$ cat src/rtl/div64x32_seq.sv
// div64x32_seq
// Sequential unsigned 64-by-32 divider using restoring shift-subtract
// division, one quotient bit per clock, MSB first.
//
// Ports:
//   clk        rising-edge clock for all state
//   reset      synchronous, active-high reset
//   start      begin a division (only looked at while idle)
//   a          64-bit unsigned dividend, captured on the accepted start edge
//   b          32-bit unsigned divisor, captured on the accepted start edge
//   busy       high while a division is in flight
//   quotient   quotient of the last completed division
//   remainder  remainder of the last completed division
//   overflow   last division had b==0 or a[63:32] >= b (quotient won't fit)
module div64x32_seq #(
  parameter int ITER = 32
) (
  input  logic        clk,
  input  logic        reset,
  input  logic        start,
  input  logic [63:0] a,
  input  logic [31:0] b,
  output logic        busy,
  output logic [31:0] quotient,
  output logic [31:0] remainder,
  output logic        overflow
);

  typedef enum logic {IDLE, CALC} state_t;

  localparam logic [4:0] LAST_STEP = 5'(ITER - 1);

  state_t      state;
  state_t      state_next;
  logic [4:0]  step_cnt;
  logic [31:0] rem_q;
  logic [31:0] low_q;
  logic [31:0] div_q;
  logic        ovf_pending;

  logic [32:0] partial;
  logic        qbit;
  logic [32:0] rem_next;

  // One restoring step: shift the next dividend bit into the 33-bit partial
  // remainder, and subtract the divisor when it fits. The running remainder
  // is always below the divisor, so it fits back into 32 bits.
  always_comb begin
    partial  = {rem_q, low_q[31]};
    qbit     = (partial >= {1'b0, div_q});
    rem_next = qbit ? (partial - {1'b0, div_q}) : partial;
  end

  // State register; reset wins over everything, including a pending start.
  always_ff @(posedge clk) begin
    if (reset) begin
      state <= IDLE;
    end else begin
      state <= state_next;
    end
  end

  // Next state: an overflowing request spends a single cycle in CALC,
  // a normal one spends ITER cycles.
  always_comb begin
    state_next = state;
    case (state)
      IDLE: if (start) state_next = CALC;
      CALC: if (ovf_pending || (step_cnt == LAST_STEP)) state_next = IDLE;
      default: state_next = IDLE;
    endcase
  end

  // Output decode.
  always_comb begin
    busy = (state == CALC);
  end

  // Datapath. Operands are captured on the start edge; low_q holds the
  // not-yet-consumed dividend bits and fills with quotient bits from the
  // bottom. Result registers only change when an operation completes.
  always_ff @(posedge clk) begin
    if (reset) begin
      step_cnt    <= '0;
      rem_q       <= '0;
      low_q       <= '0;
      div_q       <= '0;
      ovf_pending <= 1'b0;
      quotient    <= '0;
      remainder   <= '0;
      overflow    <= 1'b0;
    end else begin
      case (state)
        IDLE: begin
          if (start) begin
            rem_q       <= a[63:32];
            low_q       <= a[31:0];
            div_q       <= b;
            step_cnt    <= '0;
            ovf_pending <= (b == 32'd0) || (a[63:32] >= b);
          end
        end
        CALC: begin
          if (ovf_pending) begin
            quotient  <= 32'hFFFF_FFFF;
            remainder <= 32'h0;
            overflow  <= 1'b1;
          end else begin
            rem_q    <= rem_next[31:0];
            low_q    <= {low_q[30:0], qbit};
            step_cnt <= step_cnt + 5'd1;
            if (step_cnt == LAST_STEP) begin
              quotient  <= {low_q[30:0], qbit};
              remainder <= rem_next[31:0];
              overflow  <= 1'b0;
            end
          end
        end
        default: ;
      endcase
    end
  end

endmodule

$ cat config.mk
export PLATFORM = sky130hd
export DESIGN_NAME = div64x32_seq
export DESIGN_NICKNAME = d
export VERILOG_FILES = /design/src/rtl/div64x32_seq.sv
export SDC_FILE = /design/constraint.sdc
export NUM_CORES = 1
export LEC_CHECK = 0
export ABC_CLOCK_PERIOD_IN_PS = 5600
export CORE_ASPECT_RATIO = 1.4
export CORE_MARGIN = 8
export CORE_UTILIZATION = 58
export DETAILED_ROUTE_END_ITERATION = 16
export PLACE_DENSITY_LB_ADDON = 0.3
export SYNTH_ARGS = -nofsm -noshare
export SYNTH_HDL_FRONTEND = slang
export SYNTH_SLANG_ARGS = --single-unit
$ cat constraint.sdc
create_clock -name clk -period 5.6 [get_ports clk]
set_input_delay 1.12 -clock clk [delete_from_list [all_inputs] [get_ports clk]]
set_output_delay 1.12 -clock clk [all_outputs]
set_load 0.01 [all_outputs]
==> results of run 1 <==
==> cell families after synthesis <==
family / count (synthesis)
fa+ha+maj: 67
compound gates: 344
buf+inv: 149
mux: 44
simple gates: 358
flops: 168
xor+xnor: 24
==> critical path: stages, from the launching register on <==
cell and delay, ns:
dfxtp_1 0.33, inv_1 0.04, ha_1 0.41, nand2_1 0.09
nor2_1 0.18, o21ai_0 0.16, a2111oi_2 0.49, a21oi_4 0.17
o31ai_4 0.77, buf_4 0.42, mux2i_1 0.33, o21ai_1 0.10
nor2b_1 0.16
==> worst max-delay path by stage <==
stage	start	endpoint	slack (ns)	cells after the start
floorplan	a[32]	ovf_pending	2.65	11
global placement	a[32]	ovf_pending	1.31	12
detailed placement	a[32]	ovf_pending	1.41	12
CTS	div_q[14]	rem_q[16]	1.79	11
global route	div_q[13]	rem_q[15]	1.41	12
finish	div_q[14]	rem_q[15]	1.78	12
==> power by group through the flow <==
stage | Sequential, mW | Clock, mW | Combinational [mW]
after floorplan | 1.37 | 0 | 0.989
after global placement | 1.39 | 0 | 1.34
after detailed placement | 1.39 | 0 | 1.36
after CTS | 1.36 | 1.22 | 1.38
after global routing | 1.38 | 1.26 | 1.52
final | 1.37 | 1.21 | 1.39
==> routing by layer <==
layer | vias up | track usage [%]
met5 | - | 0
met3 | 102 | 7.04
met4 | 0 | 18.5
met2 | 348 | 51.8
li1 | 4339 | -
met1 | 4205 | 28.6
==> Yosys cell counts (3+ instances only) <==
master and n:
dfxtp_1 168, nand2_1 155, nor2_1 133, a21oi_1 83, inv_1 78, ha_1 66, clkbuf_1 55, o22ai_1 44
mux2i_1 43, a211oi_1 41, o21ai_0 41, o21ai_1 25, a21o_1 18, nand4_1 14, xor2_1 13, a22oi_1 11
nand3_1 11, nor3_1 11, xnor2_1 11, a31oi_1 10, nor4_1 9, o21a_1 9, buf_1 8, nor2b_1 8
o31ai_1 8, a2111oi_0 6, a2111oi_2 6, o21bai_1 6, and3_1 5, nand2b_1 5, o211ai_1 5, a31o_2 3
a32oi_1 3, buf_2 3
==> area by class of cell <==
| cell class | count | area, sq um |
|---|---|---|
| flip-flops and latches | 168 | 3360 |
| clock inverters | 10 | 143 |
| inverters | 79 | 297 |
| repair buffers | 175 | 1720 |
| well taps | 196 | 245 |
| clock buffers | 21 | 460 |
| fillers | 1213 | 4080 |
| multi-input cells | 837 | 5290 |
==> flip-flops by register name, summed over array words and instances, names as in the netlist <==
| signal | flops |
|---|---|
| busy | 1 |
| div_q | 32 |
| low_q | 32 |
| overflow | 1 |
| ovf_pending | 1 |
| quotient | 32 |
| rem_q | 32 |
| remainder | 32 |
| step_cnt | 5 |
==> metrics by stage <==
step / cells / worst slack [ns] / instance area (sq um)
2_1_floorplan: 1154 / 2.65 / 9220
4_1_cts: 1486 / 1.79 / 11500
5_1_grt: 1486 / 1.41 / 11500
3_5_place_dp: 1455 / 1.41 / 10900
3_3_place_gp: 1455 / 1.31 / 10900
6_report: 1486 / 1.78 / 11500
==> flow_summary.ini, run 1 <==
[critical_path]
cp.required_ns = 5.88
r2r_end = rem_q[15]
cp-start-kind = flop
r2r_start = div_q[14]
worstSetupPathType = reg2reg
worstPathMaxFanout = 20
worstPathArrival_ns = 4.10
crit_path_end_kind = flop
rrSetupSlack_ns = 1.78
reg2regPathDepth = 12

[drt]
ant_nets = 0
wl_per_cell_microns = 19.6
vias = 8994
drc = 0
dr.pass1.iters = 5
wl_met1_microns = 10600
wl_met2_microns = 15000
drt-total-wl_microns = 29200
viasPerCell = 6.05
drt_iter0_markers = 708
top_layer = met4
met3_length_microns = 1940

[hold_path]
worstHoldPathCells = 2
min-delay-start = remainder[27]
worst_hold_path_type = reg2reg
hold_end = remainder[27]

[synth]
yosys.area_share.simple_pct = 16.3
avgSynthCellArea_sq_um = 7.99
synth_xor_area_share_pct = 2.28
ys_warn_count = 0
synth_fa_ha_area_share_pct = 9.17
synth-main-ff-cell = dfxtp_1
ys_types = 67
yosys_register_bits = 168
synthTopCellsByArea = dfxtp_1, ha_1, nand2_1
postSynth.asyncResetShare_pct = 0
mappedNetlistNets = 1320
synth_top_cell_area_share_pct = 36.5
netlist_area_sq_um = 9220
ys_seq_area_share_pct = 36.5
synth_top_family_by_area = compound AO/OA/AOI/OAI gates
syn_inst = 1154
synth.largest_area_cell = dfxtp_1
synth_compound_area_share_pct = 24.6
synthMuxAreaShare_pct = 4.83
synth_edf_count = 0

[outcome]
status = completed

[clock_tree]
cts_root_buf = clkbuf_16
holdBufCountCts = 0
post_cts_buffers = 0
clockBufferDepth = 2
clk_pin_slew_worst_paths_ns = 0.07
cts_num_sinks = 168
cts_tree = built
htree_levels = 4
cts_resized = 0
clock_latency_ns = 0.43
cts_buffers = 17

[power]
pwr-share-comb_pct = 35.0
p_int_mw = 2.57
p_clk_share_pct = 30.6
total_power_mw = 3.97
ir_drop_mv = 0.253
switchingPower_mw = 1.40
total_leakage_power_nw = 4.66
p_sw_share_pct = 35.3
powerDensity_nw_per_um2 = 345
pwr-share-seq_pct = 34.4

[layout]
drive_gt1_share_pct = 5.19
mostFrequentLayoutCells = dfxtp_1, clkdlybuf4s50_1, nand2_1
postLayoutCoreUtil_pct = 73.8
antenna_cells = 0
final_net_count = 1444
final_common_cell = dfxtp_1
area_growth_pct = 25.0

[timing]
worst_pin_slew_ns = 1.16
period_needed_ns = 3.82
max_clock_freq_mhz = 262
fin_tns_setup_ns = 0
maxSlewHeadroom_pct = 22.1
finClkSkew_ns = 0.00719
setup_viol = 0
timing.hold.ws_ns = 0.449
maxSlewViolCount = 0
hold_violations = 0
fin_crit_sh_pct = 68.3
rsz0062_at_grt = false

[global_routing]
grt_pass1_vias = 9139
grt-ovfl-total = 0
grt_antenna_before_repair = 0
grt_pass1_wl_microns = 45600
grt_max_degree = 95
track_usage_pct = 28.6

[floorplanning]
rows = 54
die_area_sq_um = 20200
core_sq_um = 15600
die-height_microns = 165
initial_utilization_pct = 59.1
num_io_pins = 165
chipWidth_microns = 123

[placement]
gp_congestion = 0.952
dpl.hpwl_microns = 21000
io_buffers = 164

[job]
cap_violations = 0
Note: power is estimated with default switching activity, not from simulation.
==> run 2, diff against run 1 <==
--- a/config.mk
+++ b/config.mk
@@ -5,10 +5,10 @@
 export SDC_FILE = /design/constraint.sdc
 export NUM_CORES = 1
 export LEC_CHECK = 0
-export ABC_CLOCK_PERIOD_IN_PS = 5600
+export ABC_CLOCK_PERIOD_IN_PS = 3200
 export CORE_ASPECT_RATIO = 1.4
 export CORE_MARGIN = 8
-export CORE_UTILIZATION = 58
+export CORE_UTILIZATION = 48
 export DETAILED_ROUTE_END_ITERATION = 16
 export PLACE_DENSITY_LB_ADDON = 0.3
 export SYNTH_ARGS = -nofsm -noshare
==> constraint.sdc (replaced) <==
create_clock -name clk -period 3.2 [get_ports clk]
set_input_delay 0.64 -clock clk [delete_from_list [all_inputs] [get_ports clk]]
set_output_delay 0.64 -clock clk [all_outputs]
set_load 0.01 [all_outputs]
==> run 2 against run 1 <==
Maximum frequency up 23%; non-clock buffer count up 54; sequential cell count unchanged; setup slack worse by 1.7 ns; via count up 2.3%; sequential share of layout area down 1.4 points; largest power group unchanged; first-iteration DRC count down 4.7%; hold slack worse by 0.0040 ns; total power up 85%; highest routed layer unchanged; cell count up 7.2%; core utilization down 10 points.
==> flow_summary.ini, run 2 (same netlist as run 1, synthesis figures left out) <==
[layout]
final_common_cell = dfxtp_1
area_growth_pct = 31.1
mostFrequentLayoutCells = dfxtp_1, clkdlybuf4s50_1, nand2_1
postLayoutCoreUtil_pct = 63.4
drive_gt1_share_pct = 9.74
antenna_cells = 0
final_net_count = 1498
final-instance-count-excl-fill = 1593
fill_cells = 1713

[critical_path]
cp_num_cells = 14
slowest_delay_ns = 0.55
worstSetupPathType = reg2reg
critical_path_buf_inv_count = 4
worstPathArrival_ns = 3.43
r2r_start = div_q[3]
cpMaxStageDelayCell = or4b_4
crit_family = simple AND/OR/NAND/NOR gates
crit_path_end_kind = flop
cp.required_ns = 3.53
r2r_end = remainder[31]
crit_top_cell = buf_4
worstPathMaxFanout = 5
path_cells = inv_1 -> ha_1 -> a21oi_1 -> nor2b_1 -> a211oi_2 -> or4b_4 -> a21oi_4 -> buf_4 -> buf_4 -> nor2_1 -> nor4b_1 -> nor3_1 -> buf_4 -> a22o_1
cp-start-kind = flop
reg2regPathDepth = 14
rrSetupSlack_ns = 0.1

[timing]
period_needed_ns = 3.10
maxSlewViolCount = 0
rsz0062_at_grt = false
setup_viol = 0
worst_pin_slew_ns = 0.708
hold_violations = 0
max_clock_freq_mhz = 322
maxSlewHeadroom_pct = 52.8
finClkSkew_ns = 0.0147
fin_crit_sh_pct = 96.9

[hold_path]
hold_end = remainder[6]
min-delay-start = remainder[6]
worst_hold_path_type = reg2reg
worstHoldPathCells = 2

[power]
p_int_mw = 4.55
pwr-share-seq_pct = 32.7
p_sw_share_pct = 38.0
switchingPower_mw = 2.79
powerDensity_nw_per_um2 = 607
p_clk_share_pct = 29.1
ir_drop_mv = 0.421
pwr-share-comb_pct = 38.2
total_leakage_power_nw = 4.95

[clock_tree]
htree_levels = 4
clock_latency_ns = 0.44
clk_pin_slew_worst_paths_ns = 0.08
clockBufferDepth = 2
cts_tree = built
cts_num_sinks = 168
cts_buffers = 17
cts_root_buf = clkbuf_16
holdBufCountCts = 0

[global_routing]
grt_antenna_before_repair = 0
grt-ovfl-total = 0
grt_pass1_vias = 9379
grt_max_degree = 65
track_usage_pct = 25.8
grt_pass1_wl_microns = 49600

[placement]
place_inst = 1560
io_buffers = 164
dpl.hpwl_microns = 23900
gp_congestion = 0.976

[floorplanning]
num_io_pins = 165
core_sq_um = 19100
chipWidth_microns = 133
rows = 60
die-height_microns = 180
die_area_sq_um = 24000
initial_utilization_pct = 48.4

[drt]
ant_nets = 0
vias = 9204
drt_iter0_markers = 675
drt-total-wl_microns = 31400
drc = 0
viasPerCell = 5.78
wl_per_cell_microns = 19.7
dr.pass1.iters = 5

[outcome]
status = completed

[job]
cap_violations = 0
-- run 2: cell count changes in the layout (fill, tap and decap cells not counted), moves of 3 or more --
cell | before | now
buf_4 | 12 | 62
clkinv_8 | 0 | 6
buf_12 | 0 | 3
bufinv_16 | 3 | 0
clkinvlp_4 | 4 | 1
inv_8 | 0 | 3
-- run 2: repair_timing --
action,CTS,global route
buffers inserted,0,1
endpoints found under the hold margin,0,0
resized for setup,0,12
endpoints found under the setup margin,0,24
-- run 2: layout make-up --
type / count / area (sq um) / area share [%]
clock buffers: 17 / 425 / 3.52
clock inverters: 15 / 198 / 1.64
inverters: 79 / 297 / 2.45
multi-input cells: 837 / 5320 / 44.0
flip-flops and latches: 168 / 3360 / 27.8
well taps: 248 / 310 / 2.57
repair buffers: 229 / 2170 / 18.0
-- run 2: power by group through the flow --
stage	sequential [mW]	combinational, mW	clock (mW)
2_1_floorplan	2.40	1.73	0
3_3_place_gp	2.44	2.70	0
3_5_place_dp	2.44	2.72	0
4_1_cts	2.39	2.74	2.15
5_1_grt	2.42	3.05	2.23
6_report	2.40	2.80	2.13
-- run 2: per-layer routing --
metal	vias up	GRT usage [%]	part of all wire, %
met5	-	0	0
met4	0	15.5	5.5
li1	4446	-	-
met3	91	6.00	5.8
met1	4321	26.3	37
met2	346	46.7	52
-- run 2: stage by stage --
stage	TNS (ns)	total power [mW]	setup slack (ns)	area [sq um]	hold slack, ns
2_1_floorplan	0	4.13	0.328	9220	0.436
3_3_place_gp	0	5.14	0.108	11400	0.435
3_5_place_dp	-0.110	5.16	-0.110	11400	0.440
4_1_cts	0	7.28	0.0117	12000	0.451
5_1_grt	0	7.70	0.00691	12100	0.464
6_report	0	7.33	0.0986	12100	0.445
-- run 2: worst max path at each step --
stage | endpoint | slack (ns) | from
after global placement | remainder[17] | 0.11 | div_q[9]
after CTS | remainder[17] | 0.01 | div_q[9]
after detailed placement | ovf_pending | -0.11 | a[32]
after floorplan | rem_q[27] | 0.33 | div_q[9]
after global routing | remainder[31] | 0.007 | div_q[3]
final | remainder[31] | 0.1 | div_q[3]
-- run 2: worst register-to-register path, cell delays in order (launching register included) --
cell and delay, ns:
dfxtp_1 0.33, inv_1 0.04, ha_1 0.33, a21oi_1 0.20, nor2b_1 0.24, a211oi_2 0.12, or4b_4 0.55, a21oi_4 0.18
buf_4 0.13, buf_4 0.13, nor2_1 0.06, nor4b_1 0.27, nor3_1 0.08, buf_4 0.14, a22o_1 0.19
==> run 3, diff against run 2 <==
--- a/config.mk
+++ b/config.mk
@@ -6,9 +6,11 @@
 export NUM_CORES = 1
 export LEC_CHECK = 0
 export ABC_CLOCK_PERIOD_IN_PS = 3200
+export CELL_PAD_IN_SITES_DETAIL_PLACEMENT = 1
+export CELL_PAD_IN_SITES_GLOBAL_PLACEMENT = 1
 export CORE_ASPECT_RATIO = 1.4
 export CORE_MARGIN = 8
-export CORE_UTILIZATION = 48
+export CORE_UTILIZATION = 35
 export DETAILED_ROUTE_END_ITERATION = 16
 export PLACE_DENSITY_LB_ADDON = 0.3
 export SYNTH_ARGS = -nofsm -noshare
==> run 3 against run 2 <==
Via count is essentially flat; setup slack lost 0.0098 ns; critical path depth grew 2; clock power grew 7%; total power grew 3.8%; hold slack is essentially flat; non-clock buffer count grew 2; sequential cell count is the same; sequential power is essentially flat; register-to-register slack is essentially flat; sequential share of layout area shrank 0.36 points; global-route usage shrank 3.4 points; critical path type unchanged; critical endpoint is now rem_q[24]; highest routed layer is now met5.
==> flow_summary.ini, run 3 (same netlist as run 1, synthesis figures left out) <==
[timing]
maxSlewViolCount = 0
fin_crit_sh_pct = 97.2
worst_pin_slew_ns = 0.682
finClkSkew_ns = 0.0102
hold_violations = 0
max_clock_freq_mhz = 321
setup_viol = 0
period_needed_ns = 3.11
maxSlewHeadroom_pct = 54.5

[floorplanning]
chipWidth_microns = 153
die-height_microns = 208
rows = 70
num_io_pins = 165
initial_utilization_pct = 35.4
die_area_sq_um = 31900
core_sq_um = 26000

[clock_tree]
cts_tree = built
cts_root_buf = clkbuf_16
clockBufferDepth = 2
clock_latency_ns = 0.44
htree_levels = 4
cts_buffers = 17
clk_pin_slew_worst_paths_ns = 0.07
holdBufCountCts = 0
cts_num_sinks = 168

[global_routing]
grt_pass1_wl_microns = 56100
grt_max_degree = 109
track_usage_pct = 22.4
grt-ovfl-total = 0
grt_pass1_vias = 10100
grt_antenna_before_repair = 1

[power]
p_clk_share_pct = 30.0
powerDensity_nw_per_um2 = 621
switchingPower_mw = 2.77
pwr-share-seq_pct = 31.5
total_power_mw = 7.61
p_sw_share_pct = 36.4
pwr-share-comb_pct = 38.5
p_int_mw = 4.84
ir_drop_mv = 0.428
total_leakage_power_nw = 4.98

[critical_path]
crit_path_end_kind = flop
crit_top_cell = buf_4
slowest_delay_ns = 0.39
worstSetupPathType = reg2reg
path_cells = inv_1 -> ha_2 -> inv_1 -> fa_2 -> nand2_2 -> a21oi_2 -> o31ai_1 -> buf_4 -> a21oi_2 -> o211ai_1 -> buf_4 -> a21oi_1 -> or3_1 -> a31oi_1 -> buf_4 -> a31oi_1
worstPathArrival_ns = 3.43
cp-start-kind = flop
cp.required_ns = 3.52
crit_family = compound AO/OA/AOI/OAI gates
critical_path_buf_inv_count = 5
cpMaxStageDelayCell = fa_2
rrSetupSlack_ns = 0.09
worstPathMaxFanout = 3

[drt]
ant_nets = 0
viasPerCell = 5.50
vias = 9198
drt-total-wl_microns = 36000
drt_iter0_markers = 361
wl_per_cell_microns = 21.5
drc = 0
dr.pass1.iters = 4

[placement]
io_buffers = 164
gp_congestion = 0.951
dpl.hpwl_microns = 27400
place_inst = 1636

[layout]
multi_input_area_sq_um = 5360
area_growth_pct = 32.9
final_common_cell = dfxtp_1
area.sequential_sq_um = 3370
mostFrequentLayoutCells = dfxtp_1, clkdlybuf4s50_1, nand2_1
drive_gt1_share_pct = 10.6
final_net_count = 1500
final-instance-count-excl-fill = 1672
fill_cells = 3118

[outcome]
status = completed

[hold_path]
worst_hold_path_type = reg2reg

[job]
cap_violations = 0
run 3: changes by cell type in the layout (fill, tap and decap cells not counted), sizes merged:
cell,delta
buf,+2
bufinv,+4
diode,+1
clkinv,-5
clkinvlp,+1
run 3: power groups by stage:
stage	clock network [mW]	registers, mW	logic (mW)
2_1_floorplan	0	2.40	1.73
3_3_place_gp	0	2.43	2.78
3_5_place_dp	0	2.44	2.84
4_1_cts	2.33	2.39	2.87
5_1_grt	2.40	2.42	3.20
6_report	2.28	2.40	2.93
run 3: worst paths after layout:
check / endpoint / depth (start not counted) / startpoint
setup / recovery: rem_q[24] / 16 / low_q[31]
hold / removal: remainder[2] / 2 / remainder[2]
setup reg to reg: rem_q[24] / 16 / low_q[31]
hold reg to reg: remainder[2] / 2 / remainder[2]
run 3: repair_timing:
action                     CTS  global route
setup buffers                0             3
resized for setup            1            22
setup endpoints to repair    2            61
pin swaps                    0             9
run 3: metal layers:
layer / share of wire, % / up-vias / wire (microns) / track usage [%]
met3: 5.6 / 67 / 2010 / 6.08
met4: 4.4 / 2 / 1590 / 11.1
met1: 37 / 4483 / 13500 / 22.2
met2: 53 / 206 / 18900 / 42.3
li1: - / 4440 / - / -
met5: 0.036 / - / 13 / 0
run 3: worst min-delay path: cells and delay by family (launching register included):
family          cells  cell delay, ns
simple gates        1            0.05
compound gates      1            0.05
flops               1            0.31
run 3: metrics by stage:
step                      cell area [sq um]  utilization (%)  setup WS, ns  setup TNS [ns]  hold slack [ns]
after global placement                11500             44.3        0.0539               0            0.438
after global routing                  12300             47.1       -0.0726          -0.136            0.475
after floorplan                        9220                -         0.328               0            0.436
after detailed placement              11500             44.3       -0.0279         -0.0279            0.440
after CTS                             12200             46.7       0.00667               0            0.449
final                                 12300             47.1        0.0888               0            0.445
run 3: final cells by class:
type	instances	share of cell area, %
Inverter	79	2.42
Clock buffer	17	3.47
Clock inverter	15	1.75
Sequential cell	168	27.5
Tap cell	324	3.31
Antenna cell	1	0.0204
Timing Repair Buffer	231	17.8
Multi-Input combinational cell	837	43.7
==> variant 1 (flow settings as in run 1) <==
Register the output `remainder` once more, without a reset; this adds one clock of latency there. The other outputs are not delayed to match.
--- a/src/rtl/div64x32_seq.sv
+++ b/src/rtl/div64x32_seq.sv
@@ -29,6 +29,8 @@
   typedef enum logic {IDLE, CALC} state_t;
 
   localparam logic [4:0] LAST_STEP = 5'(ITER - 1);
+
+  logic [31:0] remainder_s0;
 
   state_t      state;
   state_t      state_next;
@@ -87,7 +89,7 @@
       div_q       <= '0;
       ovf_pending <= 1'b0;
       quotient    <= '0;
-      remainder   <= '0;
+      remainder_s0 <= '0;
       overflow    <= 1'b0;
     end else begin
       case (state)
@@ -103,7 +105,7 @@
         CALC: begin
           if (ovf_pending) begin
             quotient  <= 32'hFFFF_FFFF;
-            remainder <= 32'h0;
+            remainder_s0 <= 32'h0;
             overflow  <= 1'b1;
           end else begin
             rem_q    <= rem_next[31:0];
@@ -111,7 +113,7 @@
             step_cnt <= step_cnt + 5'd1;
             if (step_cnt == LAST_STEP) begin
               quotient  <= {low_q[30:0], qbit};
-              remainder <= rem_next[31:0];
+              remainder_s0 <= rem_next[31:0];
               overflow  <= 1'b0;
             end
           end
@@ -121,5 +123,9 @@
     end
   end
 
+  always_ff @(posedge clk) begin
+    remainder <= remainder_s0;
+  end
+
 endmodule
 
Behaviour: same outputs for any inputs over 10 cycles, from zero or initial values and one cycle with reset high; that may be too few to reach the edited logic, so the function may still have changed.
==> variant 1 against run 1 <==
Maximum frequency up 8.2%; sequential cell count up 32; wire length down 3.1%; area after synthesis up 9.2%; setup slack better by 290 ps; cell area up 7.2%; power up 5.9%.
==> variant 1: results (changes against run 1) <==
[power]
p_leak_nw = 5.05  ; was 4.66 nW
p_sw_mw = 1.46  ; was 1.40 mW
irDropWorstVdd_mv = 0.216  ; was 0.253 mV

[setup_path]
start_kind = register  ; unchanged
max_stage_delay_ps = 800  ; was 770 ps
crit_fanout = 23  ; was 20
r2r_cells = 11  ; was 12
crit_slowest_cell = o21ai_4  ; was o31ai_4
r2r_start = div_q[8]  ; was div_q[14]
critical_path_arrival_ps = 3890  ; was 4100 ps

[global_routing]
grt_max_degree = 88  ; was 95
grt_use_met3_pct = 8.06  ; was 7.04%
grt_pass1_vias = 9299  ; was 9,139
track_usage_pct = 26.0  ; was 28.6%
met1_usage_pct = 27.9  ; was 28.6%
grt_pass1_wl_microns = 45700  ; was 45,600 microns
grt_use_met2_pct = 45.0  ; was 51.8%

[placed_design]
place_ws_ps = 2160  ; was 1410 ps
dpl.hpwl_microns = 20200  ; was 21,000 microns
place_congestion = 0.939  ; was 0.952

[status]
status = finished, final reports clean  ; unchanged

[logic_synthesis]
seq_area_frac_synth_pct = 39.8  ; was 36.5%
syn-num-nets = 1360  ; was 1,320
ys_top_cells_by_area = dfxtp_1 40%, ha_1 8.2%, mux2i_1 6.3%  ; was dfxtp_1 36%, ha_1 9.0%, nand2_1 6.3%
ys_types = 61  ; was 67
synth_common_cells = 200 x dfxtp_1, 160 x nand2_1, 102 x nor2_1, 72 x inv_1, 71 x a21oi_1  ; was 168 x dfxtp_1, 155 x nand2_1, 133 x nor2_1, 83 x a21oi_1, 78 x inv_1

[min_path]
hp-start = remainder_s0[18]  ; was remainder[27]
hold_depth = 0  ; was 2

[cells_and_area]
nNetsFinal = 1478  ; was 1,444
drive_gt1_share_pct = 5.36  ; was 5.19%

[routing]
via_per_inst = 5.92  ; was 6.05
drtPass1Iterations = 6  ; was 5
first_iter_violations = 436  ; was 708
wl_per_cell_microns = 18.1  ; was 19.6 microns

[timing]
skew_ps = 14.6  ; was 7.19 ps
slew_headroom_pct = 31.9  ; was 22.1%

[clock_tree]
cts_buffers = 17  ; unchanged

[variant 1: cell count changes after synthesis, moves of 9 or more]
cell and change:
dfxtp_1 +32, buf_1 +9, mux2i_1 +20, clkbuf_1 -11, a211oi_1 +16, nor2_1 -31
o21ai_0 -20, a21oi_1 -12
[variant 1: logic make-up after synthesis]
family	after synthesis	share of synthesized area [%]
AO/OA/AOI/OAI	330	21.4
XOR/XNOR	25	2.17
adder cells (fa/ha/maj)	67	8.40
buffers and inverters	149	5.98
flip-flops	200	39.8
multiplexers	65	6.56
AND/OR/NAND/NOR	358	15.7
[variant 1: metal layers]
layer	vias up	share of wire (%)
met5	-	0
met4	0	4.3
met3	82	8.0
met2	335	50
met1	4345	38
li1	4478	-
[variant 1: per-stage QoR]
| stage | util [%] | cells | hold slack (ps) | cell area [sq um] |
|---|---|---|---|---|
| final | 71.9 | 1561 | 350 | 12400 |
| after global routing | 71.9 | 1561 | 353 | 12400 |
| after CTS | 71.9 | 1561 | 351 | 12400 |
| after detailed placement | 68.5 | 1529 | 337 | 11800 |
| after global placement | 68.5 | 1529 | 335 | 11800 |
| after floorplan | - | 1194 | 331 | 10100 |
[variant 1: path summary, 6_finish.rpt]
check	to	slack, ps
worst max register to register	rem_q[0]	2070
worst min-delay path	remainder[18]	350
worst max-delay path	rem_q[0]	2070
worst min register to register	remainder[18]	350
[variant 1: area by class of cell]
cell class	count	area (sq um)
clock buffer	20	447
clock inverter	12	133
fill	1360	4830
inverter	72	270
multi-input combinational	845	5480
sequential	200	4010
tap	236	295
timing repair buffer	176	1730
[variant 1: worst max-delay path: cells and delay by family (launching register included)]
family	cells	cell delay [ps]
compound gates	5	1740
buf+inv	2	440
flops	1	330
simple gates	2	150
fa+ha+maj	1	420
mux	1	340
[variant 1: power by group through the flow]
| stage | logic (mW) | registers, mW | clock network, mW |
|---|---|---|---|
| 4_1_cts | 1.40 | 1.58 | 1.23 |
| 2_1_floorplan | 1.02 | 1.60 | 0 |
| 6_report | 1.41 | 1.58 | 1.21 |
| 3_5_place_dp | 1.39 | 1.61 | 0 |
| 5_1_grt | 1.55 | 1.59 | 1.28 |
| 3_3_place_gp | 1.37 | 1.61 | 0 |
==> variant 2 (settings of run 1) <==
Without the edit above. The parameter `ITER` goes from 32 to 16.
--- a/src/rtl/div64x32_seq.sv
+++ b/src/rtl/div64x32_seq.sv
@@ -13,7 +13,7 @@
 //   remainder  remainder of the last completed division
 //   overflow   last division had b==0 or a[63:32] >= b (quotient won't fit)
 module div64x32_seq #(
-  parameter int ITER = 32
+  parameter int ITER = 16
 ) (
   input  logic        clk,
   input  logic        reset,
Behaviour: no difference found for any inputs over 10 cycles, from zero or initial values and one cycle with reset high; that may be too few to reach the edited logic, so the function may still have changed.
==> variant 2 against run 1 <==
Die area rose by 4.1%; cell area increased by 3.3%; clock power hardly changed; area after synthesis increased by 4.7%; sequential cell count is the same; via count up 6.7%; setup slack got worse by 150 ps; power rose by 4.0%; combinational power rose by 11%; wire length is 2.4% higher; maximum frequency is 3.8% lower; critical path depth shrank 3; final cell count is 4.3% higher; critical endpoint is now rem_q[11].
==> variant 2: results (changes against run 1) <==
[clock_tree]
insertion_delay_ps = 450  ; was 430 ps
cts_max_path_buffers = 2  ; unchanged
clk_pin_slew_worst_paths_ps = 70  ; about the same

[placed_design]
dpl.hpwl_microns = 21300  ; was 21,000 microns
place_area_sq_um = 11300  ; was 10,900 sq um

[logic_synthesis]
syn-num-nets = 1387  ; was 1,320
ys_top_cells_by_area = dfxtp_1 35%, ha_1 8.6%, nand2_1 7.3%  ; was dfxtp_1 36%, ha_1 9.0%, nand2_1 6.3%
seq_area_frac_synth_pct = 34.9  ; was 36.5%
ys_types = 68  ; was 67
synth_common_cells = 188 x nand2_1, 168 x dfxtp_1, 120 x nor2_1, 91 x a21oi_1, 74 x inv_1  ; was 168 x dfxtp_1, 155 x nand2_1, 133 x nor2_1, 83 x a21oi_1, 78 x inv_1

[cells_and_area]
drive_gt1_share_pct = 5.86  ; was 5.19%
nNetsFinal = 1500  ; was 1,444

[routing]
wl_microns = 29900  ; was 29,200 microns
wl_met1_microns = 11500  ; was 10,600 microns
wl_per_cell_microns = 19.3  ; was 19.6 microns
met2_length_microns = 15000  ; about the same
vias = 9601  ; was 8,994
first_iter_violations = 767  ; was 708
wl_met3_microns = 2300  ; was 1940 microns

[status]
status = finished, final reports clean  ; unchanged

[global_routing]
track_usage_pct = 28.0  ; was 28.6%
grt_pass1_wl_microns = 48200  ; was 45,600 microns
antenna_found_initial = 0  ; unchanged
grt_pass1_vias = 9750  ; was 9,139
grt_max_degree = 87  ; was 95

[timing]
slew_headroom_pct = 32.4  ; was 22.1%
skew_ps = 13.8  ; was 7.19 ps

[power]
irDropWorstVdd_mv = 0.244  ; was 0.253 mV
p_leak_nw = 4.79  ; was 4.66 nW

[setup_path]
r2r_setup_slack_ps = 1630  ; was 1780 ps
crit_fanout = 31  ; was 20
critical_path_arrival_ps = 4270  ; was 4100 ps

[variant 2: metal layers]
metal,track usage (%),up-vias
met5,0,-
met4,13.9,0
met3,7.81,82
met2,49.4,375
met1,30.2,4577
li1,-,4567
[variant 2: stage by stage]
stage | setup WS [ps] | hold slack, ps
finish | 1630 | 454
global route | 1380 | 475
CTS | 1710 | 456
detailed placement | 1750 | 445
global placement | 2050 | 435
floorplan | 2790 | 436
[variant 2: cell families (layout without fill, tap and decap cells)]
group                    count (synthesis)  count (layout)  synth area share [%]
flip-flops                             168             168                  34.9
XOR/XNOR                                21              21                  1.91
adder cells (fa/ha/maj)                 67              67                  8.77
buffers and inverters                  154             280                  6.35
AND/OR/NAND/NOR                        403             403                  18.1
AO/OA/AOI/OAI                          346             346                  23.6
multiplexers                            62              62                  6.44
[variant 2: worst paths after layout]
| check | start | endpoint | cells after the start |
|---|---|---|---|
| worst max-delay path | rem_q[3] | rem_q[11] | 9 |
| worst min-delay path | remainder[13] | remainder[13] | 2 |
| worst max register to register | rem_q[3] | rem_q[11] | 9 |
| worst min register to register | remainder[13] | remainder[13] | 2 |
[variant 2: power by group]
| part | total [mW] | internal (mW) | switching, mW | leakage (nW) |
|---|---|---|---|---|
| logic | 1.54 | 0.615 | 0.920 | 3.12 |
| clock network | 1.21 | 0.640 | 0.573 | 0.294 |
| registers | 1.38 | 1.29 | 0.0929 | 1.38 |
[variant 2: critical path: stages, from the launching register on]
cell	delay [ps]
dfxtp_1	350
ha_1	390
a21o_1	210
a31oi_1	300
a211oi_2	180
o211a_1	290
o2111ai_1	820
nand2_4	540
mux2i_1	240
a2111oi_0	480
[variant 2: final cells by class]
cell class,instances,area [sq um]
clock buffers,17,425
multi-input cells,899,5690
inverters,74,278
well taps,203,254
clock inverters,15,175
repair buffers,174,1710
fillers,1318,4630
flip-flops and latches,168,3360
